### config.mk
export PLATFORM = sky130hd
export DESIGN_NAME = fp_result_collector_flat
export DESIGN_NICKNAME = d
export VERILOG_FILES = /design/src/rtl/fp_result_collector_if.sv /design/src/rtl/fp_result_collector.sv /design/src/flat_wrapper.sv
export SDC_FILE = /design/constraint.sdc
export NUM_CORES = 1
export LEC_CHECK = 0
export CORE_MARGIN = 2
export CORE_UTILIZATION = 45
export CTS_BUF_LIST = sky130_fd_sc_hd__clkbuf_8
export CTS_CLUSTER_DIAMETER = 150
export DETAILED_ROUTE_END_ITERATION = 16
export GPL_ROUTABILITY_DRIVEN = 0
export GPL_TIMING_DRIVEN = 0
export PLACE_DENSITY = 0.68
export SLEW_MARGIN = 5
export SYNTH_ARGS = -nofsm -noshare
export SYNTH_HDL_FRONTEND = slang
export SYNTH_SLANG_ARGS = --single-unit
### constraint.sdc
create_clock -name clock -period 4.9 [get_ports clock]
set_clock_uncertainty 0.05 [all_clocks]
set_input_delay 0.98 -clock clock [delete_from_list [all_inputs] [get_ports clock]]
set_output_delay 0.98 -clock clock [all_outputs]
set_load 0.005 [all_outputs]
### src/rtl/fp_result_collector_if.sv
// Bundle between the FP adder result stream, the operand source credit
// path and the downstream consumer of fp_result_collector.
// slave  : the collector side.
// master : the environment side (operand source, IP result, consumer).
interface fp_result_collector_if #(
  parameter int DATA_W = 32,
  parameter int DEPTH  = 16
);
  localparam int CNT_W = $clog2(DEPTH) + 1;

  logic              issue_valid;
  logic              issue_ready;
  logic              res_valid;
  logic [DATA_W-1:0] res_data;
  logic              out_valid;
  logic [DATA_W-1:0] out_data;
  logic              out_ready;
  logic [CNT_W-1:0]  count;
  logic [CNT_W-1:0]  inflight;
  logic              err;
  logic              flag_clr;
  logic              flag_nan;
  logic              flag_inf;

  modport slave (
    input  issue_valid, res_valid, res_data, out_ready, flag_clr,
    output issue_ready, out_valid, out_data, count, inflight, err, flag_nan, flag_inf
  );

  modport master (
    output issue_valid, res_valid, res_data, out_ready, flag_clr,
    input  issue_ready, out_valid, out_data, count, inflight, err, flag_nan, flag_inf
  );
endinterface

### src/rtl/fp_result_collector.sv
// fp_result_collector: credit-gated capture of the FP adder result stream
// (valid only, no backpressure) into a FWFT FIFO, re-presented downstream
// with valid/ready. Credits = DEPTH - (count + inflight), so every issued
// op is guaranteed a slot when its result arrives.
// Optional NaN/Inf sticky flags are built only with FP_RESULT_FLAG_EN defined.
module fp_result_collector #(
  parameter int DATA_W = 32,
  parameter int DEPTH  = 16
) (
  input logic                clock,
  input logic                reset,
  fp_result_collector_if.slave bus
);
  localparam int CNT_W = $clog2(DEPTH) + 1;
  localparam int PTR_W = $clog2(DEPTH);

  logic [DATA_W-1:0] mem [DEPTH];
  logic [PTR_W-1:0]  wr_ptr, rd_ptr;
  logic [CNT_W-1:0]  count_q, inflight_q;
  logic              err_q;
  logic [CNT_W:0]    credit_sum;
  logic              full, pop, push_ok, issue_fire, orphan, overflow;

  // Sum can exceed DEPTH only after protocol violations; one extra bit keeps it exact.
  assign credit_sum      = {1'b0, count_q} + {1'b0, inflight_q};
  assign bus.issue_ready = credit_sum < (CNT_W+1)'(DEPTH);
  assign full            = (count_q == CNT_W'(DEPTH));
  assign bus.out_valid   = (count_q != '0);
  assign pop             = bus.out_valid & bus.out_ready;
  // A pop in the same cycle frees the slot, so a full FIFO still accepts.
  assign push_ok         = bus.res_valid & (~full | pop);
  assign overflow        = bus.res_valid & full & ~pop;
  assign issue_fire      = bus.issue_valid & bus.issue_ready;
  assign orphan          = bus.res_valid & (inflight_q == '0);

  assign bus.out_data = bus.out_valid ? mem[rd_ptr] : '0;
  assign bus.count    = count_q;
  assign bus.inflight = inflight_q;
  assign bus.err      = err_q;

  // Storage array: written on accepted results, no reset needed (read is gated by count).
  always_ff @(posedge clock) begin
    if (push_ok) mem[wr_ptr] <= bus.res_data;
  end

  // Pointers and occupancy; pointers wrap modulo DEPTH by width.
  always_ff @(posedge clock) begin
    if (reset) begin
      wr_ptr  <= '0;
      rd_ptr  <= '0;
      count_q <= '0;
    end else begin
      if (push_ok) wr_ptr <= wr_ptr + 1'b1;
      if (pop)     rd_ptr <= rd_ptr + 1'b1;
      count_q <= count_q + CNT_W'(push_ok) - CNT_W'(pop);
    end
  end

  // In-flight tracking; an unmatched result never drives it below zero.
  always_ff @(posedge clock) begin
    if (reset) begin
      inflight_q <= '0;
    end else if (issue_fire & ~bus.res_valid) begin
      inflight_q <= inflight_q + 1'b1;
    end else if (bus.res_valid & ~issue_fire & ~orphan) begin
      inflight_q <= inflight_q - 1'b1;
    end
  end

  // Sticky protocol error: issue without credit, unmatched result, or dropped result.
  always_ff @(posedge clock) begin
    if (reset) begin
      err_q <= 1'b0;
    end else if ((bus.issue_valid & ~bus.issue_ready) | orphan | overflow) begin
      err_q <= 1'b1;
    end
  end

`ifdef FP_RESULT_FLAG_EN
  logic nan_q, inf_q, exp_ones, mant_zero;

  assign exp_ones     = &bus.res_data[30:23];
  assign mant_zero    = (bus.res_data[22:0] == 23'd0);
  assign bus.flag_nan = nan_q;
  assign bus.flag_inf = inf_q;

  // Sticky IEEE-single NaN/Inf detect on accepted results; a new hit beats flag_clr.
  always_ff @(posedge clock) begin
    if (reset) begin
      nan_q <= 1'b0;
      inf_q <= 1'b0;
    end else begin
      if (push_ok & exp_ones & ~mant_zero) nan_q <= 1'b1;
      else if (bus.flag_clr)               nan_q <= 1'b0;
      if (push_ok & exp_ones & mant_zero)  inf_q <= 1'b1;
      else if (bus.flag_clr)               inf_q <= 1'b0;
    end
  end
`else
  logic unused_flag_clr;

  assign unused_flag_clr = bus.flag_clr;
  assign bus.flag_nan    = 1'b0;
  assign bus.flag_inf    = 1'b0;
`endif
endmodule

### src/flat_wrapper.sv
// flat-port wrapper written by rule: the top's interface ports become plain ports
module fp_result_collector_flat 
#(
  parameter int DATA_W = 32,
  parameter int DEPTH  = 16
)
  (clock, reset, bus_issue_valid, bus_res_valid, bus_res_data, bus_out_ready, bus_flag_clr, bus_issue_ready, bus_out_valid, bus_out_data, bus_count, bus_inflight, bus_err, bus_flag_nan, bus_flag_inf);
  fp_result_collector_if #(.DATA_W(DATA_W), .DEPTH(DEPTH)) bus_i ();
  input logic clock;
  input logic reset;
  input wire logic [$bits(bus_i.issue_valid)-1:0] bus_issue_valid;
  input wire logic [$bits(bus_i.res_valid)-1:0] bus_res_valid;
  input wire logic [$bits(bus_i.res_data)-1:0] bus_res_data;
  input wire logic [$bits(bus_i.out_ready)-1:0] bus_out_ready;
  input wire logic [$bits(bus_i.flag_clr)-1:0] bus_flag_clr;
  output wire logic [$bits(bus_i.issue_ready)-1:0] bus_issue_ready;
  output wire logic [$bits(bus_i.out_valid)-1:0] bus_out_valid;
  output wire logic [$bits(bus_i.out_data)-1:0] bus_out_data;
  output wire logic [$bits(bus_i.count)-1:0] bus_count;
  output wire logic [$bits(bus_i.inflight)-1:0] bus_inflight;
  output wire logic [$bits(bus_i.err)-1:0] bus_err;
  output wire logic [$bits(bus_i.flag_nan)-1:0] bus_flag_nan;
  output wire logic [$bits(bus_i.flag_inf)-1:0] bus_flag_inf;
  assign bus_i.issue_valid = bus_issue_valid;
  assign bus_i.res_valid = bus_res_valid;
  assign bus_i.res_data = bus_res_data;
  assign bus_i.out_ready = bus_out_ready;
  assign bus_i.flag_clr = bus_flag_clr;
  assign bus_issue_ready = bus_i.issue_ready;
  assign bus_out_valid = bus_i.out_valid;
  assign bus_out_data = bus_i.out_data;
  assign bus_count = bus_i.count;
  assign bus_inflight = bus_i.inflight;
  assign bus_err = bus_i.err;
  assign bus_flag_nan = bus_i.flag_nan;
  assign bus_flag_inf = bus_i.flag_inf;
  fp_result_collector #(.DATA_W(DATA_W), .DEPTH(DEPTH)) u_core (.clock(clock), .reset(reset), .bus(bus_i));
endmodule
# [Word level (Yosys, flattened, before mapping)]
# Memories as Yosys holds them, arrays and structs flattened. A register that Yosys moved wholly into a read port is not among the register bits.
# Index checks and enable logic that the tools add are counted.
[totals] register_bits=19 mem_bits_rw=512 in_bits=38 output_inout_bits=47 wordCells=44 memories=1
[memory_table] memory="u_core.mem" depth=16 width=32 read_ports=1 rd_clocked_by_memory_dff=1 write_ports=1 line_no="fp_result_collector.sv:17" source="logic [DATA_W-1:0] mem [DEPTH];"
[classes] addsub=7 n_lt_le_gt_ge=1 n_eq_ne=1 muxes=7 n_bitwise=19 reduce_logical=3
[op_table] operator="$mux 32" count=1
[op_table] operator="$and 1x1->1" count=10
[op_table] operator="$mux 5" count=2
[op_table] operator="$add 4x1->4 const B" count=2
[op_table] operator="$mux 4" count=2
[op_table] operator="$add 5x5->6" count=1
[op_table] operator="$lt 6x5->1 const B" count=1
[op_table] operator="$not 1->1" count=6
[op_table] operator="$add 5x1->5" count=1
[op_table] operator="$add 5x1->5 const B" count=1
[op_table] operator="$eq 5x5->1 const B" count=1
[op_table] operator="$logic_not 5->1" count=1
[op_table] operator="$reduce_bool 5->1" count=1
[op_table] operator="$sub 5x1->5" count=1
[op_table] operator="$sub 5x1->5 const B" count=1
[op_table] operator="$or 1x1->1" count=3
[op_table] operator="$mux 1" count=2
[op_table] operator="$reduce_bool 2->1" count=1

# [Depth between registers and ports, before layout]
# Gate-level depths: netlist of run 1.
[depth] word_depth=8 mapped_depth=13

# [Worst setup path after synthesis of run 1]
# Ideal clock, no wire load.
[synth_path] kind="input-to-reg" startpoint="input port bus_out_ready" endpoint="memory u_core.mem[3][0], enable pin" setup_time_ps=461 arrival_ps=3996 required_ps=4389 slack_ps=393 stages=4 path_cell_list="inv_1 > a31oi_1 > nand2_1 > nor3_1"
[synth_between] elab_chain_len=5
[synth_rtl] item="from (decl)" line_no="flat_wrapper.sv:14" source="input wire logic [$bits(bus_i.out_ready)-1:0] bus_out_ready;"
[synth_rtl] item="$and 1x1->1" line_no="fp_result_collector.sv:29" source="assign pop = bus.out_valid & bus.out_ready;"
[synth_rtl] item="$or 1x1->1" line_no="fp_result_collector.sv:31" source="assign push_ok = bus.res_valid & (~full | pop);"
[synth_rtl] item="$and 1x1->1" line_no="fp_result_collector.sv:31"
[synth_rtl] item="$mux 1" line_no="fp_result_collector.sv:43" source="if (push_ok) mem[wr_ptr] <= bus.res_data;"
[synth_rtl] item="$mux 1 (not written as such)" line_no="fp_result_collector.sv:43"
[synth_rtl] item="to (decl)" line_no="fp_result_collector.sv:17"
# No other way between the ends.

==> impl_results.md, run 1 <==
* Slowest cell delay on critical path at 710 ps
* Post-Place Worst Slack at 738.5 ps
* DRT Wirelength at 44.32 mm
* Vias per cell at 5.665
* Gate count after technology mapping at 914
* DPL Wire Length at 27.83 mm
* Post-synthesis register bit count at 535
* CP Capture Point: bus_out_data[2]
* Drt wl/cell at 25.03 microns
* Post-CTS setup repair buffer count at 0
* Slowest cell on the critical path: buf_1
* Capturing point of the worst reg2reg path: u_core.bus.inflight[4]
* Vias in the first global route at 10440
* Hold slack final at 461.7 ps
* Root buffer cell: clkbuf_8
* DRT iter0 DRCs at 1058
* Tcrit/Tclk final at 97.40%
* Fin. max-slew vios at 0
* Clock Tree Buf Depth at 3
* Core Util, Final at 53.58%
* Clock-pin slew on the worst setup and hold paths at 60 ps
* Vias after detailed routing at 10030
* Worst setup SP type: register
* Worst r2r path cells at 11
* Initial Util at 45.77%
* Die Span X at 219.1 microns
* Layout area overhead at 17.07%
* Post-route setup slack at 127.3 ps
* Final Hold Vio Count at 0
* Count of yosys warnings during synthesis at 0
* Worst-margin pin slew at 1106 ps
* Fraction of layout cells with a size suffix above 1 at 27.58%
* Placed insts at 1623
* F_max at 0.2095 GHz
* P per Cell Area at 471.0 nW/um^2
* Die height at 219.1 microns
* Pin count of the biggest net entering global routing at 21
* R2r setup slk at 1160 ps
* Path type of the worst setup path: register to primary output
* Seq/Total Area, Yosys at 76.07%
* CP dominant cell by count: mux4_2
* Crit Path Max Fanout at 10
* Fin nets at 1167
* All-Layer GR Usage at 19.22%
* Critical path, cell by cell: clkbuf_1 > buf_1 > mux4_2 > mux4_2 > and2_1 > clkdlybuf4s50_1
* Boundary Pins at 85
* CTS tree: done
* First-pass GRT wire length at 66.35 mm
* CTS sink count at 535
* Yosys cell types at 40
* Peak VDD IR at 0.0001830 V
* Rows at 78
* Status: completed
* CTS Buf Count at 84
* Core area at 45480 sq um
* Worst skew pair latency at 620 ps
* Non-Filler Instances at 1771
* Max Cap Viol at 0
* Post-synthesis cell area at 20820 sq um
* Syn Area/Cell at 22.77 sq um
* Total congestion overflow at 0
* DRC Markers at 0
* Crit path capture type: primary output
* Worst r2r src: u_core.bus.inflight[4]
* Slew headroom at 26.28%
* Final setup viols at 0
* Remaining antenna violation count at 0
* Period minus WS final at 4773 ps
* Number of port buffers at 80
* Critical path required time at 3870 ps
* Leakage at 7.723 nW
* N_diodes at 0
* Die area at 47990 sq um
* Number of antenna violations at the first check in global routing at 2
* Htree depth at 3
* Critical Path AT at 3740 ps
* Hold Crit Class: register to register
* Initial DRT Pass Iterations at 5
-- stage by stage --
step	cell area (sq um)	power, W	setup TNS (ps)
detailed placement	22900	0.008296	0
finish	24370	0.01148	0
global route	24370	0.01201	-2.221
CTS	24360	0.01162	0
floorplan	20820	0.007130	0
global placement	22370	0.008241	-837210
-- how the worst min path moves through the flow --
stage	slack (ps)	startpoint	to	cells past startpoint
after global placement	450	u_core.bus.err	u_core.bus.err	2
final	460	u_core.bus.err	u_core.bus.err	2
after global routing	490	u_core.bus.err	u_core.bus.err	2
after detailed placement	450	u_core.bus.err	u_core.bus.err	2
after CTS	460	u_core.bus.err	u_core.bus.err	2
after floorplan	430	u_core.rd_ptr[3]	register	2
-- synth_stat cells --
cell type | instances | share of area, %
conb_1 | 1 | 0.018
buf_6 | 1 | 0.054
o311a_1 | 1 | 0.048
nor4_1 | 1 | 0.030
nand3_1 | 1 | 0.024
buf_1 | 9 | 0.16
and2_1 | 32 | 0.96
a311oi_1 | 1 | 0.042
fa_1 | 2 | 0.19
and3_1 | 1 | 0.030
o41ai_1 | 1 | 0.042
dfxtp_1 | 23 | 2.2
o2111a_1 | 1 | 0.054
a21oi_1 | 7 | 0.17
o2111ai_1 | 1 | 0.042
xnor2_1 | 7 | 0.29
mux2i_1 | 3 | 0.14
nand4_1 | 4 | 0.12
a221oi_1 | 1 | 0.042
nand2_1 | 14 | 0.25
nor3b_1 | 4 | 0.14
o21ai_0 | 2 | 0.048
a31oi_1 | 1 | 0.030
nor3_1 | 8 | 0.19
xor2_1 | 5 | 0.21
a21boi_0 | 1 | 0.036
nand2b_1 | 3 | 0.090
o211a_1 | 1 | 0.048
clkbuf_1 | 16 | 0.29
ha_1 | 18 | 1.1
buf_2 | 3 | 0.072
buf_4 | 15 | 0.54
nor4b_1 | 1 | 0.042
a21o_1 | 4 | 0.14
nor2b_1 | 3 | 0.090
a2bb2oi_1 | 1 | 0.042
mux4_2 | 160 | 17
nor2_1 | 31 | 0.56
edfxtp_1 | 512 | 74
inv_1 | 13 | 0.23
-- registers in the layout, indices dropped and copies added, names as in the netlist, named ones only --
signal               count
u_core.bus.inflight      5
u_core.bus.count         5
u_core.wr_ptr            4
u_core.mem             512
u_core.rd_ptr            4
u_core.bus.err           1
-- power breakdown --
part	switching (W)	internal, W
combinational	0.00132	0.00158
sequential	0.0000944	0.00516
clock	0.00166	0.00166
-- per-layer routing --
metal,up-vias,track usage (%),wire (microns)
met2,397,30.22,21430
met1,5303,26.96,18400
met5,-,0,30
met4,4,6.734,1095
li1,4240,-,-
met3,88,4.047,3365
-- logic make-up after synthesis --
family | after synthesis | synth area share (%)
xor+xnor | 12 | 0.5049
simple gates | 103 | 2.537
other cells | 1 | 0.01801
buf+inv | 57 | 1.352
compound gates | 23 | 0.7875
mux | 163 | 17.46
flops | 535 | 76.07
fa+ha+maj | 20 | 1.274
-- cells in the final DEF, fill, tap and decap left out, drive strengths merged, types with 21 or more instances in the layout --
master	n
edfxtp	512
mux4	160
clkbuf	102
clkdlybuf4s50	80
buf	55
inv	50
and2	32
nor2	31
dfxtp	23
clkinv	21
-- layout make-up --
class | count | area (sq um)
buffer | 44 | 237.7
clock buffer | 85 | 1170
clock inverter | 63 | 292.8
fill | 3517 | 21110
inverter | 13 | 48.80
multi-input combinational | 323 | 4813
sequential | 535 | 15840
tap | 600 | 750.7
timing repair buffer | 108 | 1221
-- repair_timing --
action                                  in CTS  in global routing
endpoints found under the setup margin       0                 22
hold buffers                                 0                  0
resized for setup                            0                 11
-- critical path: cells and delay by family, from the launching register on --
family | cells | cell delay [ps]
muxes | 2 | 880
DFF | 1 | 330
and+or+nand+nor | 1 | 230
buffers and inverters | 3 | 1680
(Power assumes the default switching activity.)
==> run 2: changes to the inputs <==
--- a/config.mk
+++ b/config.mk
@@ -5,6 +5,7 @@
 export SDC_FILE = /design/constraint.sdc
 export NUM_CORES = 1
 export LEC_CHECK = 0
+export ABC_AREA = 0
 export CORE_MARGIN = 2
 export CORE_UTILIZATION = 45
 export CTS_BUF_LIST = sky130_fd_sc_hd__clkbuf_8
==> results of run 2 <==
No change in the layout: final DEF, timing and power equal those of run 1.
==> run 3: changes to the inputs <==
--- a/config.mk
+++ b/config.mk
@@ -7,13 +7,13 @@
 export LEC_CHECK = 0
 export ABC_AREA = 0
 export CORE_MARGIN = 2
-export CORE_UTILIZATION = 45
+export CORE_UTILIZATION = 28
 export CTS_BUF_LIST = sky130_fd_sc_hd__clkbuf_8
 export CTS_CLUSTER_DIAMETER = 150
 export DETAILED_ROUTE_END_ITERATION = 16
 export GPL_ROUTABILITY_DRIVEN = 0
 export GPL_TIMING_DRIVEN = 0
-export PLACE_DENSITY = 0.68
+export PLACE_DENSITY = 0.49
 export SLEW_MARGIN = 5
 export SYNTH_ARGS = -nofsm -noshare
 export SYNTH_HDL_FRONTEND = slang
==> run 3 against run 2 <==
Final cell count increased by 21%. Sequential share of layout area decreased by 2.1 points. Global-route usage decreased by 6.0 points. Maximum frequency increased by 2.3%. Clock power increased by 6.3%. Critical endpoint is now bus_out_data[6]. Largest cell class unchanged. Highest routed layer unchanged.
==> impl_results.md, run 3 (synthesized netlist as in run 1, its figures left out) <==
* Status: completed (unchanged)
* Critical Path AT at 3630 ps (was 3740 ps)
* Number of antenna violations at the first check in global routing at 1 (was 2)
* Vias per cell at 4.590 (was 5.665)
* Crit Path Max Fanout at 10 (unchanged)
* Post-route setup slack at 236.6 ps (was 127.3 ps)
* CP dominant cell by count: mux4_2 (unchanged)
* Final setup viols at 0 (unchanged)
* Crit path capture type: primary output (unchanged)
* N_diodes at 0 (unchanged)
* Initial Util at 28.39% (was 45.77%)
* Top reg by flops: u_core.mem (unchanged)
* F_max at 0.2144 GHz (was 0.2095 GHz)
* Peak VDD IR at 0.0002621 V (was 0.0001830 V)
* DRT iter0 DRCs at 660 (was 1058)
* Path type of the worst setup path: register to primary output (unchanged)
* Commonest non-fill, non-tap cell in the layout: edfxtp_1 (unchanged)
* CTS tree: done (unchanged)
* Worst-margin pin slew at 1187 ps (was 1106 ps)
* Worst skew pair latency at 650 ps (was 620 ps)
* Critical path required time at 3870 ps (about the same)
* Die area at 76540 sq um (was 47990 sq um)
* DRT Wirelength at 49.81 mm (was 44.32 mm)
* Die Span X at 276.7 microns (was 219.1 microns)
* Rows at 99 (was 78)
* Worst setup SP type: register (unchanged)
* All-Layer GR Usage at 13.22% (was 19.22%)
* CTS Buf Count at 90 (was 84)
* Vias in the first global route at 10720 (was 10440)
* Root buffer cell: clkbuf_8 (unchanged)
* Slowest cell on the critical path: clkdlybuf4s15_2 (was buf_1)
* Critical path, cell by cell: clkbuf_1 > clkdlybuf4s15_2 > mux4_2 > mux4_2 > and2_1 > clkdlybuf4s50_1 (was clkbuf_1 > buf_1 > mux4_2 > mux4_2 > and2_1 > clkdlybuf4s50_1)
* CTS sink count at 535 (unchanged)
* DPL Wire Length at 32.28 mm (was 27.83 mm)
* Post-DP Area at 23580 sq um (was 22900 sq um)
* DRC Markers at 0 (unchanged)
* P per Cell Area at 467.8 nW/um^2 (was 471.0 nW/um^2)
* Max Cap Viol at 0 (unchanged)
* Total congestion overflow at 0 (unchanged)
* Leakage at 7.900 nW (was 7.723 nW)
* Final Hold Vio Count at 0 (unchanged)
* Finished Cell Area at 25190 sq um (was 24370 sq um)
* Remaining antenna violation count at 0 (unchanged)
* Clock-pin slew on the worst setup and hold paths at 60 ps (about the same)
* Filler cell count at 6921 (was 3517)
* Fin nets at 1179 (was 1167)
* Max reg flops at 512 (unchanged)
* Initial DRT Pass Iterations at 7 (was 5)
* Commonest non-fill, non-tap cells in the layout: edfxtp_1, mux4_2, clkbuf_8 (unchanged)
* Slowest cell delay on critical path at 590 ps (was 710 ps)
* Pin count of the biggest net entering global routing at 21 (unchanged)
* Drt wl/cell at 23.17 microns (was 25.03 microns)
* Post-CTS setup repair buffer count at 0 (unchanged)
* Period minus WS final at 4663 ps (was 4773 ps)
* RSZ-0062 raised after global routing: false
* Die height at 276.7 microns (was 219.1 microns)
* Htree depth at 3 (unchanged)
* Layout area overhead at 21.02% (was 17.07%)
* Clock Tree Buf Depth at 3 (unchanged)
* Fraction of layout cells with a size suffix above 1 at 28.80% (was 27.58%)
* Boundary Pins at 85 (unchanged)
* Vias after detailed routing at 9868 (was 10030)
* First-pass GRT wire length at 73.76 mm (was 66.35 mm)
* Hold Crit Class: register to register (unchanged)
* Number of port buffers at 80 (unchanged)
* Post-Place Worst Slack at 491.4 ps (was 738.5 ps)
* Core area at 73330 sq um (was 45480 sq um)
* Tcrit/Tclk final at 95.17% (was 97.40%)
* Fin. max-slew vios at 0 (unchanged)
* Slew headroom at 20.88% (was 26.28%)
==> run 3: repair_timing <==
action,in CTS,in global routing
setup endpoints to repair,25,18
pin swaps,0,0
hold buffers,0,0
hold endpoints to repair,0,0
gates resized for setup,9,6
cloned,0,0
==> run 3: worst max-delay path: cells and delay by family (launching register included) <==
kind,cells,cell delay [ps]
buffers and inverters,3,1570
AND/OR/NAND/NOR,1,210
multiplexers,2,880
flip-flops,1,320
==> run 3: per-layer routing <==
metal / GRT usage, % / wire (microns) / vias up
met5: 0 / 13 / -
met4: 4.027 / 812 / 2
met3: 2.565 / 2317 / 62
met2: 21.57 / 24270 / 260
met1: 17.91 / 22400 / 5278
li1: - / - / 4266
==> run 3: per-stage QoR <==
| stage | cells | TNS (ps) | utilization [%] | total power [W] | hold WS (ps) |
|---|---|---|---|---|---|
| 6_report | 2150 | 0 | 34.35 | 0.01179 | 460.6 |
| 5_1_grt | 2150 | 0 | 34.35 | 0.01241 | 531.8 |
| 4_1_cts | 2150 | 0 | 34.35 | 0.01201 | 464.3 |
| 3_5_place_dp | 1988 | 0 | 32.16 | 0.008420 | 455.5 |
| 3_3_place_gp | 1954 | -1004470 | 31.12 | 0.008386 | 455.7 |
| 2_1_floorplan | 915 | 0 | - | 0.007130 | 434.7 |
==> run 3: layout make-up <==
| cell class | instances | area (sq um) | area share (%) |
|---|---|---|---|
| flip-flops and latches | 535 | 15840 | 62.86 |
| repair buffers | 114 | 1450 | 5.756 |
| clock buffers | 92 | 1266 | 5.026 |
| clock inverters | 70 | 320.3 | 1.271 |
| multi-input cells | 323 | 4813 | 19.11 |
| inverters | 13 | 48.80 | 0.1937 |
| well taps | 959 | 1200 | 4.763 |
| plain buffers | 44 | 257.7 | 1.023 |
==> run 3: power by group <==
| part | leakage (nW) | internal, W | switching [W] |
|---|---|---|---|
| logic | 2.15 | 0.00159 | 0.00140 |
| clock network | 0.933 | 0.00179 | 0.00175 |
| registers | 4.81 | 0.00516 | 0.0000928 |
| total | 7.90 | 0.00854 | 0.00324 |
==> run 3: path summary, 6_finish.rpt <==
kind / to / from / cells after the start / slack [ps]
hold / removal: u_core.bus.err / u_core.bus.err / 2 / 460
setup / recovery: bus_out_data[6] / register / 6 / 240
setup reg to reg: u_core.bus.inflight[4] / u_core.bus.inflight[4] / 11 / 1140
hold reg to reg: u_core.bus.err / u_core.bus.err / 2 / 460
